**src/rtl/mips_ctrl_pkg.sv**
```systemverilog
// Shared encodings for the multicycle MIPS control unit: opcodes, FSM states,
// datapath mux selects and the decoded opcode class.
package mips_ctrl_pkg;

    localparam logic [5:0] OP_RTYPE = 6'h00;
    localparam logic [5:0] OP_LW    = 6'h23;
    localparam logic [5:0] OP_SW    = 6'h2B;
    localparam logic [5:0] OP_BEQ   = 6'h04;
    localparam logic [5:0] OP_J     = 6'h02;
    localparam logic [5:0] OP_ADDI  = 6'h08;

    typedef enum logic [3:0] {
        S_FETCH  = 4'd0,
        S_DECODE = 4'd1,
        S_MEMADR = 4'd2,
        S_MEMRD  = 4'd3,
        S_MEMWB  = 4'd4,
        S_MEMWR  = 4'd5,
        S_EXEC   = 4'd6,
        S_ALUWB  = 4'd7,
        S_BRANCH = 4'd8,
        S_JUMP   = 4'd9,
        S_ADDIEX = 4'd10,
        S_ADDIWB = 4'd11,
        S_TRAP   = 4'd12
    } state_t;

    localparam logic [1:0] ALU_ADD   = 2'b00;
    localparam logic [1:0] ALU_SUB   = 2'b01;
    localparam logic [1:0] ALU_FUNCT = 2'b10;

    localparam logic [1:0] SRCB_REG    = 2'b00;
    localparam logic [1:0] SRCB_FOUR   = 2'b01;
    localparam logic [1:0] SRCB_IMM    = 2'b10;
    localparam logic [1:0] SRCB_IMM_SH = 2'b11;

    localparam logic [1:0] PCSRC_ALU    = 2'b00;
    localparam logic [1:0] PCSRC_ALUOUT = 2'b01;
    localparam logic [1:0] PCSRC_JUMP   = 2'b10;

    typedef struct packed {
        logic rtype;
        logic lw;
        logic sw;
        logic beq;
        logic j;
        logic addi;
        logic illegal;
    } op_class_t;

endpackage

```
**src/rtl/mips_ctrl_opdecode.sv**
```systemverilog
// Combinational opcode classifier: exactly one class bit is set per opcode.
module mips_ctrl_opdecode
    import mips_ctrl_pkg::*;
#(
    parameter int OPCODE_W    = 6,
    parameter bit ENABLE_ADDI = 1
) (
    input  logic [OPCODE_W-1:0] opcode,
    output op_class_t           cls
);

    always_comb begin
        cls         = '0;
        cls.rtype   = (opcode == OPCODE_W'(OP_RTYPE));
        cls.lw      = (opcode == OPCODE_W'(OP_LW));
        cls.sw      = (opcode == OPCODE_W'(OP_SW));
        cls.beq     = (opcode == OPCODE_W'(OP_BEQ));
        cls.j       = (opcode == OPCODE_W'(OP_J));
        cls.addi    = ENABLE_ADDI && (opcode == OPCODE_W'(OP_ADDI));
        cls.illegal = !(cls.rtype || cls.lw || cls.sw || cls.beq || cls.j || cls.addi);
    end

endmodule

```
**src/rtl/mips_multicycle_control.sv**
```systemverilog
// Multicycle MIPS main control FSM: sequences fetch/decode/execute/memory/writeback
// over a shared memory port stalled by mem_ready.
module mips_multicycle_control
    import mips_ctrl_pkg::*;
#(
    parameter int OPCODE_W        = 6,
    parameter int ALU_OP_W        = 2,
    parameter bit ENABLE_ADDI     = 1,
    parameter bit TRAP_ON_ILLEGAL = 1
) (
    input  logic                clk,
    input  logic                rst_n,
    input  logic [OPCODE_W-1:0] opcode,
    input  logic                mem_ready,
    output logic                pc_write,
    output logic                pc_write_cond,
    output logic                i_or_d,
    output logic                mem_read,
    output logic                mem_write,
    output logic                ir_write,
    output logic                mem_to_reg,
    output logic                reg_dst,
    output logic                reg_write,
    output logic                alu_src_a,
    output logic [1:0]          alu_src_b,
    output logic [ALU_OP_W-1:0] alu_op,
    output logic [1:0]          pc_source,
    output logic [3:0]          state,
    output logic                illegal_op,
    output logic                instr_retired
);

    state_t    state_q, state_d;
    logic      is_sw_q;
    op_class_t cls;
    logic [1:0] aop;

    mips_ctrl_opdecode #(
        .OPCODE_W    (OPCODE_W),
        .ENABLE_ADDI (ENABLE_ADDI)
    ) u_opdecode (
        .opcode (opcode),
        .cls    (cls)
    );

    // lw/sw distinction is captured in DECODE so MEMADR ignores later opcode changes
    always_ff @(posedge clk or negedge rst_n) begin
        if (!rst_n) begin
            state_q <= S_FETCH;
            is_sw_q <= 1'b0;
        end else begin
            state_q <= state_d;
            if (state_q == S_DECODE) is_sw_q <= cls.sw;
        end
    end

    // Outputs are forced low for the whole time rst_n is held, not just at the edge
    always_comb begin
        state_d       = S_FETCH;
        pc_write      = 1'b0;
        pc_write_cond = 1'b0;
        i_or_d        = 1'b0;
        mem_read      = 1'b0;
        mem_write     = 1'b0;
        ir_write      = 1'b0;
        mem_to_reg    = 1'b0;
        reg_dst       = 1'b0;
        reg_write     = 1'b0;
        alu_src_a     = 1'b0;
        alu_src_b     = SRCB_REG;
        aop           = ALU_ADD;
        pc_source     = PCSRC_ALU;
        illegal_op    = 1'b0;
        instr_retired = 1'b0;
        state         = '0;
        if (rst_n) begin
            state = state_q;
            case (state_q)
                S_FETCH: begin
                    mem_read  = 1'b1;
                    alu_src_b = SRCB_FOUR;
                    state_d   = S_FETCH;
                    if (mem_ready) begin
                        ir_write = 1'b1;
                        pc_write = 1'b1;
                        state_d  = S_DECODE;
                    end
                end
                S_DECODE: begin
                    alu_src_b = SRCB_IMM_SH;
                    if (cls.illegal) begin
                        if (TRAP_ON_ILLEGAL) state_d = S_TRAP;
                        else illegal_op = 1'b1;
                    end
                    else if (cls.lw || cls.sw) state_d = S_MEMADR;
                    else if (cls.rtype)        state_d = S_EXEC;
                    else if (cls.beq)          state_d = S_BRANCH;
                    else if (cls.j)            state_d = S_JUMP;
                    else if (cls.addi)         state_d = S_ADDIEX;
                end
                S_MEMADR: begin
                    alu_src_a = 1'b1;
                    alu_src_b = SRCB_IMM;
                    state_d   = is_sw_q ? S_MEMWR : S_MEMRD;
                end
                S_MEMRD: begin
                    mem_read = 1'b1;
                    i_or_d   = 1'b1;
                    state_d  = mem_ready ? S_MEMWB : S_MEMRD;
                end
                S_MEMWB: begin
                    reg_write     = 1'b1;
                    mem_to_reg    = 1'b1;
                    instr_retired = 1'b1;
                end
                S_MEMWR: begin
                    mem_write     = 1'b1;
                    i_or_d        = 1'b1;
                    instr_retired = mem_ready;
                    state_d       = mem_ready ? S_FETCH : S_MEMWR;
                end
                S_EXEC: begin
                    alu_src_a = 1'b1;
                    aop       = ALU_FUNCT;
                    state_d   = S_ALUWB;
                end
                S_ALUWB: begin
                    reg_write     = 1'b1;
                    reg_dst       = 1'b1;
                    instr_retired = 1'b1;
                end
                S_BRANCH: begin
                    alu_src_a     = 1'b1;
                    aop           = ALU_SUB;
                    pc_write_cond = 1'b1;
                    pc_source     = PCSRC_ALUOUT;
                    instr_retired = 1'b1;
                end
                S_JUMP: begin
                    pc_write      = 1'b1;
                    pc_source     = PCSRC_JUMP;
                    instr_retired = 1'b1;
                end
                S_ADDIEX: begin
                    alu_src_a = 1'b1;
                    alu_src_b = SRCB_IMM;
                    state_d   = S_ADDIWB;
                end
                S_ADDIWB: begin
                    reg_write     = 1'b1;
                    instr_retired = 1'b1;
                end
                S_TRAP: begin
                    illegal_op = 1'b1;
                    state_d    = S_TRAP;
                end
                default: state_d = S_FETCH;
            endcase
        end
    end

    assign alu_op = ALU_OP_W'(aop);

endmodule

```
**config.mk**
```make
export PLATFORM = sky130hd
export DESIGN_NAME = mips_multicycle_control
export DESIGN_NICKNAME = d
export VERILOG_FILES = /design/src/rtl/mips_ctrl_pkg.sv /design/src/rtl/mips_ctrl_opdecode.sv /design/src/rtl/mips_multicycle_control.sv
export SDC_FILE = /design/constraint.sdc
export NUM_CORES = 1
export LEC_CHECK = 0
export BUFFER_PORTS_ARGS = -buffer_cell sky130_fd_sc_hd__buf_4
export CAP_MARGIN = 20
export CORE_UTILIZATION = 25
export CTS_BUF_LIST = sky130_fd_sc_hd__clkbuf_2
export CTS_CLUSTER_SIZE = 25
export DETAILED_ROUTE_END_ITERATION = 10
export HOLD_SLACK_MARGIN = 0.03
export PLACE_DENSITY = 0.47
export SETUP_SLACK_MARGIN = 0.3
export SYNTH_ARGS = -nofsm -noshare
export SYNTH_HDL_FRONTEND = slang
export SYNTH_SLANG_ARGS = --single-unit
```
**constraint.sdc**
```tcl
create_clock -name clk -period 4.4 [get_ports clk]
set_input_delay 1.1 -clock clk [delete_from_list [all_inputs] [get_ports clk]]
set_output_delay 1.1 -clock clk [all_outputs]
set_load 0.01 [all_outputs]
```
==> results_dict.tcl <==
set metrics [dict create \
    fin_setup_tns_ns 0 \
    routed_wl_mm 1.892 \
    cts_tree "done" \
    synth_flop_cell "dfrtp_1" \
    min_path_type "reg -> reg" \
    grt-ovfl-total 0 \
    io_pins 31 \
    wl_per_cell_um 12.37 \
    required_ns 3.30 \
    dr_total_vias 783 \
    critPathCapture "pc_write_cond" \
    final-hold-violation-count 0 \
    power_density_nw_per_um2 191.9 \
    clk_pin_slew_ns 0.06 \
    synth_cells 99 \
    synth_seq_cells 5 \
    fillers 274 \
    arrival_ns 2.12 \
    fmax_ghz 0.3101 \
    dr.pass1.iters 4 \
    cts.path.max_buffers 2 \
    die_h_um 55.08 \
    grt_pass1_wl_mm 2.994 \
    antenna_found_initial 0 \
    drc 0 \
    htreeDepth 1 \
    syn_avg_cell_area_um2 7.115 \
    drtIter0Drc 14 \
    r2r_end "state_q[1]$_DFF_PN0_" \
    maxCapViolations 0 \
    synth-async-reset-ratio_pct 100.0 \
    seq_area_um2 125.1 \
    multi_input_area_um2 505.5 \
    criticalPathCategory "in -> out" \
    worst_r2r_path_depth 4 \
    cts_setup_buffers 0 \
    max_slew_margin_pct 53.12 \
    final_cells 153 \
    syn-cell-area_um2 704.4 \
    yosys_warnings 0 \
    coreArea_um2 2567 \
    slew_viol_final 0 \
    die_x_um 55.08 \
    ir_drop_mv 0.07144 \
    dieArea_um2 3034 \
    cts_root_buf "clkbuf_2" \
    portBuffers 30 \
    setup_viol 0 \
    nets 133 \
    period_needed_ns 3.224 \
    cp_max_fo 14 \
    rsz0062_at_grt "false" \
    finalClockSkew_ns 0.005025 \
    grt_pass1_vias 678 \
    reg2reg_slack_ns 2.72 \
    numCtsBuffers 3 \
    ys_seq_area_share_pct 17.76 \
    dp_hpwl_mm 1.374 \
    setup_ws_ns 1.176 \
    whs_ns 0.5694 \
    placed_cells 149 \
    place.gp.congestion 0.7372 \
    p_leak_nw 0.4162 \
    tightest_slew_ns 0.7032 \
    critPathLaunch "rst_n" \
    outcome "completed" \
    yosysUniqueCellTypes 39 \
    antenna_cells 0 \
    syn_nets 108 \
    synth_edf_count 0 \
    clock_latency_ns 0.22 \
    reg2reg_from "state_q[3]$_DFF_PN0_" \
    cts_num_sinks 5 \
    postCtsResizedCells 0 \
    ctsHoldBuffers 0 \
    final_util_pct 36.01 \
    ant_nets 0 \
    drive_above_1_share_pct 34.15 \
    fin_crit_sh_pct 73.28 \
    start_util_pct 27.44 \
    end_kind "primary output" \
    synthToLayoutAreaGrowth_pct 31.26 \
    pre_cts_ws_ns 1.150 \
    cp-start-kind "input port" \
    grt_start_max_net_pins 22 \
    rows 18 \
    grtUsageTotal_pct 13.84 \
    via_per_inst 5.118 \
]
logic make-up (layout without fill, tap and decap cells):
group / Yosys count / after routing / share of synthesized area [%]
AO/OA/AOI/OAI: 27 / 27 / 26.11
buffers and inverters: 13 / 37 / 10.48
XOR/XNOR: 3 / 3 / 3.731
flip-flops: 5 / 5 / 17.76
AND/OR/NAND/NOR: 51 / 51 / 41.92
through the flow:
stage | area, um2 | power, W
after floorplan | 704.4 | 0.0001080
after global placement | 904.6 | 0.0001358
after detailed placement | 904.6 | 0.0001360
after CTS | 924.6 | 0.0001785
after global routing | 924.6 | 0.0001931
final | 924.6 | 0.0001774
report_power, final:
| group | leakage (nW) | internal [W] | switching (W) | total [W] |
|---|---|---|---|---|
| clock network | 0.0166 | 0.0000240 | 0.0000189 | 0.0000429 |
| logic | 0.331 | 0.0000354 | 0.0000360 | 0.0000714 |
| registers | 0.0686 | 0.0000487 | 0.0000144 | 0.0000631 |
synth_stat cells (2+ instances only):
cell | n | area share [%]
nor3_1 | 6 | 4.3
nand3_1 | 2 | 1.4
nor2_1 | 16 | 8.5
a21o_1 | 2 | 2.1
o21a_1 | 2 | 2.1
nand2_1 | 6 | 3.2
a31oi_1 | 3 | 2.7
a211oi_1 | 2 | 2.1
o211ai_1 | 2 | 2.1
o21bai_1 | 2 | 2.1
and3_1 | 2 | 1.8
nand3b_1 | 2 | 2.1
xor2_1 | 2 | 2.5
a21oi_1 | 5 | 3.6
nand2b_1 | 2 | 1.8
o21ai_0 | 2 | 1.4
nor3b_1 | 3 | 3.2
buf_4 | 5 | 5.3
and2_1 | 3 | 2.7
dfrtp_1 | 5 | 18
inv_1 | 3 | 1.6
buf_2 | 5 | 3.6
worst min-delay path by stage:
stage	startpoint	end	slack (ns)	cells past startpoint
2_1_floorplan	is_sw_q$_DFFE_PN0P_	is_sw_q$_DFFE_PN0P_	0.53	2
3_3_place_gp	is_sw_q$_DFFE_PN0P_	is_sw_q$_DFFE_PN0P_	0.56	2
3_5_place_dp	is_sw_q$_DFFE_PN0P_	is_sw_q$_DFFE_PN0P_	0.56	2
4_1_cts	is_sw_q$_DFFE_PN0P_	is_sw_q$_DFFE_PN0P_	0.57	2
5_1_grt	is_sw_q$_DFFE_PN0P_	is_sw_q$_DFFE_PN0P_	0.60	2
6_report	is_sw_q$_DFFE_PN0P_	is_sw_q$_DFFE_PN0P_	0.57	2
state kept, by name, summed over array words and instances, names as in the netlist:
name and cells:
is_sw_q 1, state_q 4
worst max-delay path: stages:
cell and delay (ns):
buf_4 0.18, nand2b_1 0.11, or2_2 0.30, nor3_1 0.25
buf_4 0.18
area by class of cell:
cell class                      instances  area share [%]
Timing Repair Buffer                   30           24.36
Sequential cell                         5           13.53
Tap cell                               30           4.060
Multi-Input combinational cell         81           54.67
Clock buffer                            4           2.165
Inverter                                3           1.218
layout by cell type (no fill, tap or decap), drive strengths merged:
cell and n:
nor4b 1, or4 1, and3 3, buf 30
and4bb 1, xor2 2, a21oi 6, nor3 7
o21bai 2, nand2 6, o21ai 3, dfrtp 5
a21o 2, a21bo 1, and2 3, a31oi 3
o31ai 1, nor2 16, xnor2 1, nand3b 2
a211oi 2, o311ai 1, o211ai 2, o22ai 1
or2 1, o21a 2, inv 3, nand3 2
a2111oi 1, nand2b 3, and4 1, clkbuf 4
nor3b 3, nor2b 1
per-layer routing:
layer	share of wire, %	GRT usage [%]	wire [um]
met1	49	16.53	926
met2	48	24.10	902
met3	3.3	1.639	63
met4	0	7.083	0
met5	0	0	0
No activity file was read; power rests on OpenSTA's default activity.
